==> src/rtl/seq_detect_ctrl.sv <==
// rtl/seq_detect_ctrl.sv - run-time configurable serial pattern detector with arm/run/done control
// Holds pattern/len/overlap/limit config and sequences a detection run, counting matches.
module seq_detect_ctrl #(
  parameter int PW = 8,
  parameter int CW = 8
) (
  input  logic          clk,
  input  logic          rst,
  input  logic          cfg_we,
  input  logic [PW-1:0] cfg_pattern,
  input  logic [3:0]    cfg_len,
  input  logic          cfg_overlap,
  input  logic [CW-1:0] cfg_limit,
  input  logic          start,
  input  logic          stop,
  input  logic          signal,
  input  logic          signal_valid,
  output logic          out,
  output logic          busy,
  output logic          done,
  output logic          err,
  output logic [CW-1:0] match_count
);

  typedef enum logic [1:0] {IDLE, ARM, RUN, DONE} state_t;

  localparam logic [PW-1:0] DEF_PATTERN = PW'(11);

  state_t        state, state_n;
  logic [PW-1:0] pat_q;
  logic [3:0]    len_q;
  logic          ovl_q;
  logic [CW-1:0] lim_q;
  logic [PW-1:0] shreg, shreg_n;
  logic [3:0]    fill, fill_n;
  logic [CW-1:0] count_n;
  logic          match_n;
  logic          err_n;
  logic [3:0]    eff_len;
  logic          len_bad;
  logic [PW-1:0] mask;

  always_comb begin
    // a start that coincides with a config write is judged on the value being written
    eff_len = cfg_we ? cfg_len : len_q;
    len_bad = (eff_len == 4'd0) || (int'(eff_len) > PW);
    for (int i = 0; i < PW; i++) begin
      mask[i] = (i < int'(len_q));
    end

    state_n = state;
    shreg_n = shreg;
    fill_n  = fill;
    count_n = match_count;
    match_n = 1'b0;
    err_n   = 1'b0;

    case (state)
      IDLE: begin
        if (start && !stop) begin
          if (len_bad) err_n = 1'b1;
          else         state_n = ARM;
        end
      end
      ARM: begin
        shreg_n = '0;
        fill_n  = 4'd0;
        count_n = '0;
        state_n = RUN;
      end
      RUN: begin
        // stop wins: a same-cycle bit is dropped unconsumed
        if (stop) begin
          state_n = IDLE;
        end else if (signal_valid) begin
          shreg_n = {shreg[PW-2:0], signal};
          if (fill < len_q) fill_n = fill + 4'd1;
          if ((fill_n >= len_q) && ((shreg_n & mask) == (pat_q & mask))) begin
            match_n = 1'b1;
            if (match_count != '1) count_n = match_count + CW'(1);
            if (!ovl_q) fill_n = 4'd0;
            if ((lim_q != '0) && (count_n == lim_q)) state_n = DONE;
          end
        end
      end
      DONE: begin
        if (stop)       state_n = IDLE;
        else if (start) state_n = ARM;
      end
      default: state_n = IDLE;
    endcase
  end

  always_ff @(posedge clk) begin
    if (!rst) begin
      state       <= IDLE;
      pat_q       <= DEF_PATTERN;
      len_q       <= 4'd4;
      ovl_q       <= 1'b0;
      lim_q       <= '0;
      shreg       <= '0;
      fill        <= 4'd0;
      match_count <= '0;
      out         <= 1'b0;
      busy        <= 1'b0;
      done        <= 1'b0;
      err         <= 1'b0;
    end else begin
      if ((state == IDLE) && cfg_we) begin
        pat_q <= cfg_pattern;
        len_q <= cfg_len;
        ovl_q <= cfg_overlap;
        lim_q <= cfg_limit;
      end
      state       <= state_n;
      shreg       <= shreg_n;
      fill        <= fill_n;
      match_count <= count_n;
      out         <= match_n;
      err         <= err_n;
      busy        <= (state_n == ARM) || (state_n == RUN);
      done        <= (state_n == DONE);
    end
  end

endmodule

==> config.mk <==
export PLATFORM = sky130hd
export DESIGN_NAME = seq_detect_ctrl
export DESIGN_NICKNAME = d
export VERILOG_FILES = /design/src/rtl/seq_detect_ctrl.sv
export SDC_FILE = /design/constraint.sdc
export NUM_CORES = 1
export LEC_CHECK = 0
export CORE_ASPECT_RATIO = 1.75
export CORE_MARGIN = 2
export CORE_UTILIZATION = 53
export CTS_CLUSTER_DIAMETER = 100
export DETAILED_ROUTE_END_ITERATION = 10
export PLACE_DENSITY = 0.79
export SLEW_MARGIN = 0
export SYNTH_ARGS = -nofsm -noshare
export SYNTH_HDL_FRONTEND = slang
export SYNTH_SLANG_ARGS = --single-unit
==> constraint.sdc <==
create_clock -name clk -period 4 [get_ports clk]
set_input_delay 0.4 -clock clk [delete_from_list [all_inputs] [get_ports clk]]
set_output_delay 0.4 -clock clk [all_outputs]
set_load 0.005 [all_outputs]
## Word-level counts from Yosys, hierarchy flattened

Index checks and enable logic that the tools add are counted.

| storage, ports and cells | value |
|---|---|
| register bits | 46 |
| output and inout bits | 12 |
| logic and storage cells | 90 |
| bits of input ports | 28 |

| operators by class | value |
|---|---|
| add/subtract/negate cells | 2 |
| reductions and logical operators | 15 |
| equality and inequality tests | 12 |
| muxes and demuxes | 33 |
| bitwise gates (word level) | 5 |
| magnitude comparators | 11 |

Operator list:

| operator | number |
|---|---|
| $mux 8 | 8 |
| $mux 4 | 9 |
| $and 8x8->8 | 2 |
| $eq 8x8->1 | 2 |
| $lt 3x4->1 const A | 4 |
| $mux 2 | 8 |
| $pmux 8 s2 | 1 |
| $mux 7 | 2 |
| $pmux 7 s2 | 1 |
| $add 8x1->8 const B | 1 |
| $eq 2x2->1 const B | 4 |
| $lt 1x4->1 const A | 2 |
| $lt 2x4->1 const A | 2 |
| $ne 8x8->1 const B | 1 |
| $pmux 2 s4 | 1 |
| $pmux 4 s2 | 1 |
| $reduce_bool 8->1 | 1 |
| $ne 2x2->1 const B | 3 |
| $reduce_and 3->1 | 2 |
| $add 4x1->4 const B | 1 |
| $eq 2x1->1 const B | 2 |
| $ge 4x4->1 | 1 |
| $gt 4x4->1 const B | 1 |
| $logic_and 1x1->1 | 4 |
| other kinds (10) | 14 |

## Depth between registers and ports, before layout

| depth | value |
|---|---|
| depth in word-level cells | 20 |
| depth in mapped cells | 15 |
| depth with buffers taken out | 15 |

## Worst setup path after synthesis

Ideal clock, no wire load.

| timing | value |
|---|---|
| path kind | reg-to-reg |
| start | register len_q[1] |
| end | register busy |
| setup time | 0.115 ns |
| data required time | 3.885 ns |
| cell stages (with the launch flop) | 15 |
| path slack | 0.472 ns |
| clock period less this slack | 3.528 ns |
| data arrival time | 3.413 ns |
| buffers on the path | 0 |
| path through | dfxtp_1 > inv_1 > ha_1 > a21o_1 > a21o_1 > a21oi_1 > mux2_2 > ha_1 > a211o_1 > a21oi_1 > or3_4 > a211o_1 > o21ai_0 > ha_1 > and2_1 |

| on the way | value |
|---|---|
| cells in the longest elaborated chain, start to end | 13 |
| elaborated cells between the ends (all ways) | 31 |
| classes of those cells | order compare: 11; eq/ne: 3; mux: 11; bitwise: 2; reduce/logical: 4 |

RTL lines:

| item | RTL line | RTL |
|---|---|---|
| start: declaration | 31 | `logic [3:0] len_q;` |
| start signal: assignment | 111 | `len_q <= cfg_len;` |
| $lt 4x4->1 | 77 | `if (fill < len_q) fill_n = fill + 4'd1;` |
| $mux 4 | 77 |  |
| $mux 4 | 75 | `end else if (signal_valid) begin` |
| $mux 4 | 73 | `if (stop) begin` |
| $mux 4 | 58 | `case (state)` |
| $ge 4x4->1 | 78 | `if ((fill_n >= len_q) && ((shreg_n & mask) == (pat_q & mask))) begin` |
| $logic_and 1x1->1 | 78 |  |
| $mux 2 | 78 |  |
| $mux 2 | 75 |  |
| $mux 2 | 73 |  |
| $pmux 2 s4 * | 58 |  |
| net state_n[0] | 29 | `state_t state, state_n;` |
| $eq 2x1->1 / $eq 2x2->1 (equally long branches) | 121 | `busy <= (state_n == ARM) \|\| (state_n == RUN);` |
| $logic_or 1x1->1 * | 121 |  |
| end signal: assignment | 121 |  |
| end: declaration | 19 | `output logic busy,` |

Mark *: on every way through the listed nets, which the timed path passes. The rest lies on a longest branch. The select of a mux whose other input is x is not followed.
A chain may end at the register's enable or synchronous reset.

## Worst setup path after layout

Same ends and word-level chain as after synthesis.

==> results.md <==
- Slew headroom: just under 30%
- Tot Pwr: approximately 0.001 W
- Setup_tns: 0 ns
- Die width: between 50 and 60 um
- Vias: about 2,400
- Layout overhead on the synthesized area: 21.75%
- Fill count: 393
- Seq/Total Area, Yosys: between 30% and 40%
- Ys async rst share: 0%
- Final Non-Filler Cells: roughly 400
- Worst Path Arrival: roughly 4 ns
- Layout Nets: 387
- Clock Latency Late Sink: approximately 0.30 ns
- PortBufs: 39
- Vias per cell: roughly 6.1
- Post-Syn Nets: roughly 350
- Full die area: approximately 0.0053 sq mm
- Pwr/cell area: around 320 mW/mm^2
- DR pass1 iterations: 4
- Layout cells sized above 1: between 4 and 5%
- Mapped cell area: 0.002509 sq mm
- Tot GR Track Use: 25.55%
- Cell taking the most area after synthesis: dfxtp_1
- Synth Instances: approximately 310
- Final Core Density: between 60% and 70%
- Clock Tree Buf Depth: 2
- Clock root buffer master: clkbuf_8
- Pin count of the biggest net entering global routing: 29
- Hold Buf Count CTS: 0
- Area after DPL: about 0.0029 sq mm
- Post-CTS Setup Bufs: 0
- Leakage: 1.172 nW
- Synth warn: 0
- Avg WL per Cell: between 15 and 20 um
- Max-Cap Viols: 0
- Synth top area share: 36.71%
- Fin. Hold Viols: 0
- Initial drt markers: slightly above 80
- Final ANT Viol Nets: 0
- Syn Area/Cell: around 8.0 sq um
- Final Setup Violations: 0
- Crit Path Class: flop to flop
- Initial antenna violation count: 0
- Startpoint Class: flop
- Final worst path period need: 3.845 ns
- RSZ-0062 raised after global routing: no
- Ant. Diodes: 0
- Maximum VDD drop: approximately 0.42 mV
- Least-Margin Pin Slew: about 1.1 ns
- HP Class: flop to flop
- CTS Sinks: 46
- EDFF count, synth: 0
- Core area: approximately 0.0046 sq mm
- WL final: 6242 um
- Placed cell count: approximately 390
- Top cells by area, synth: dfxtp_1 37%, nand2_1 7.8%, a21oi_1 5.8%, ha_1 5.0%, xnor2_1 4.2%
- Drc violations: 0
- Worst-path fanout max: 7
- CTS Buf Count: 5
- Post-DP HPWL: roughly 4700 um
- Die height: about 95 um
- Final Max Tran Viols: 0
- Run status: complete, no violations
- Number of I/O pins: 40
- Setup crit end kind: flop
- Initial Utilization: between 50% and 60%
- Tcrit/Tclk final: a little over nine tenths
- Max Fclk: ~260 MHz
- Yosys reg bits: 46
- Final setup skew: roughly 0.0068 ns
- Clock slew at reported path FFs: roughly 0.080 ns
- CTS tree: done
- Total grt overflow: 0
- Vias in the first global route: 2,390
- Worst path required time: roughly 4.2 ns
- Rows: 33
- Finished Cell Area: 0.003054 sq mm
- R2r setup slk: 0.15 ns
- Gpl congestion: ~0.93
- First-pass GRT wire length: around 11,000 um
- H-Tree Depth: 2
- Cell variety after synth: 50
- Main synth FF type: dfxtp_1
## per-layer routing
layer / vias up / share of wire (%) / track usage [%]
li1: 1192 / - / -
met1: 1145 / 41 / 29.50
met2: 80 / 52 / 47.06
met3: 17 / 4.0 / 4.071
met4: 0 / 2.9 / 9.127
met5: - / 0 / 0
## sequential cells by signal, indices dropped and copies added, names as in the netlist
name / flops
busy: 1
done: 1
err: 1
fill: 4
len_q: 4
lim_q: 8
match_count: 8
out: 1
ovl_q: 1
pat_q: 8
shreg: 7
state: 2
## cells in the mapped netlist (2+ instances only)
cell type	n
o21a_1	4
nor4_1	3
and2_1	5
a22oi_1	7
a21oi_1	29
a211o_1	3
nor2_1	17
a22o_1	3
ha_1	10
dfxtp_1	46
o22ai_1	3
o211ai_1	3
nand3_1	11
nand2_1	52
and3_1	3
nor3_1	7
xor2_1	7
xnor2_1	12
a211oi_1	7
and4_1	3
a31oi_1	4
mux2i_1	2
nand2b_1	5
o21ai_0	10
clkbuf_1	12
nand4_1	4
a21o_1	4
a21boi_0	2
nor2b_1	2
inv_1	13
## cell type report
type                            count  area, sq um  share of cell area (%)
Clock buffer                        6        82.58                   2.704
Tap cell                           52        65.06                   2.130
Timing Repair Buffer               42        412.9                   13.52
Sequential cell                    46        920.9                   30.15
Inverter                           13        48.80                   1.598
Clock inverter                      1        30.03                  0.9832
Multi-Input combinational cell    241         1494                   48.91
## worst max-delay path, cell delays in order (launching register included)
cell     delay [ns]
dfxtp_1        0.45
inv_1          0.11
ha_1           0.30
a21o_1         0.16
a21o_1         0.19
a21oi_1        0.24
mux2_2         0.38
ha_1           0.27
a211o_1        0.11
a21oi_1        0.12
or3_4          0.42
a211o_1        0.30
o21ai_0        0.27
ha_1           0.28
and2_1         0.15
## kinds of logic (layout without fill, tap and decap cells)
family	count (synthesis)	in the layout	synth area share [%]
XOR/XNOR	19	19	6.633
buffers and inverters	26	62	3.940
AND/OR/NAND/NOR	121	121	23.39
adder cells (fa/ha/maj)	10	10	4.988
AO/OA/AOI/OAI	88	88	23.09
flip-flops	46	46	36.71
multiplexers	3	3	1.247
## through the flow
stage | hold slack (ns) | worst slack, ns
2_1_floorplan | 0.4462 | 0.4722
3_3_place_gp | 0.4576 | 0.3214
3_5_place_dp | 0.4614 | 0.1708
4_1_cts | 0.4734 | 0.1522
5_1_grt | 0.4972 | 0.01172
6_report | 0.4708 | 0.1549
## power by group
group / switching, W / internal (W)
combinational: 0.0000711 / 0.0000675
clock: 0.000153 / 0.000200
sequential: 0.0000188 / 0.000476
total: 0.000243 / 0.000743
## layout by cell type (no fill, tap or decap), types with 2 or more instances in the layout
cell type,count
xor2_1,7
a211oi_1,7
and2_1,5
nand4_1,4
ha_1,10
a22o_1,3
nand2_1,52
o21a_1,4
xnor2_1,12
o21ai_0,10
a21o_1,4
nor2_1,17
nor4_1,3
and4_1,3
buf_4,3
and3_1,3
dfxtp_1,46
nor3_1,6
a31oi_1,4
a211o_1,3
a22oi_1,7
inv_1,13
nor2b_1,2
clkbuf_8,6
nand2b_1,5
o22ai_1,3
nand3_1,11
a21boi_0,2
clkdlybuf4s50_1,39
o211ai_1,3
mux2i_1,2
a21oi_1,29
## what timing repair did
item,in CTS,in global routing
endpoints found under the hold margin,0,0
resized for setup,0,1
endpoints found under the setup margin,0,4
## final timing paths
check	start	end	cells past startpoint
max	len_q[1]	busy	14
min	pat_q[7]	pat_q[7]	2
max reg2reg	len_q[1]	busy	14
min reg2reg	pat_q[7]	pat_q[7]	2
Note: power is estimated with default switching activity, not from simulation.
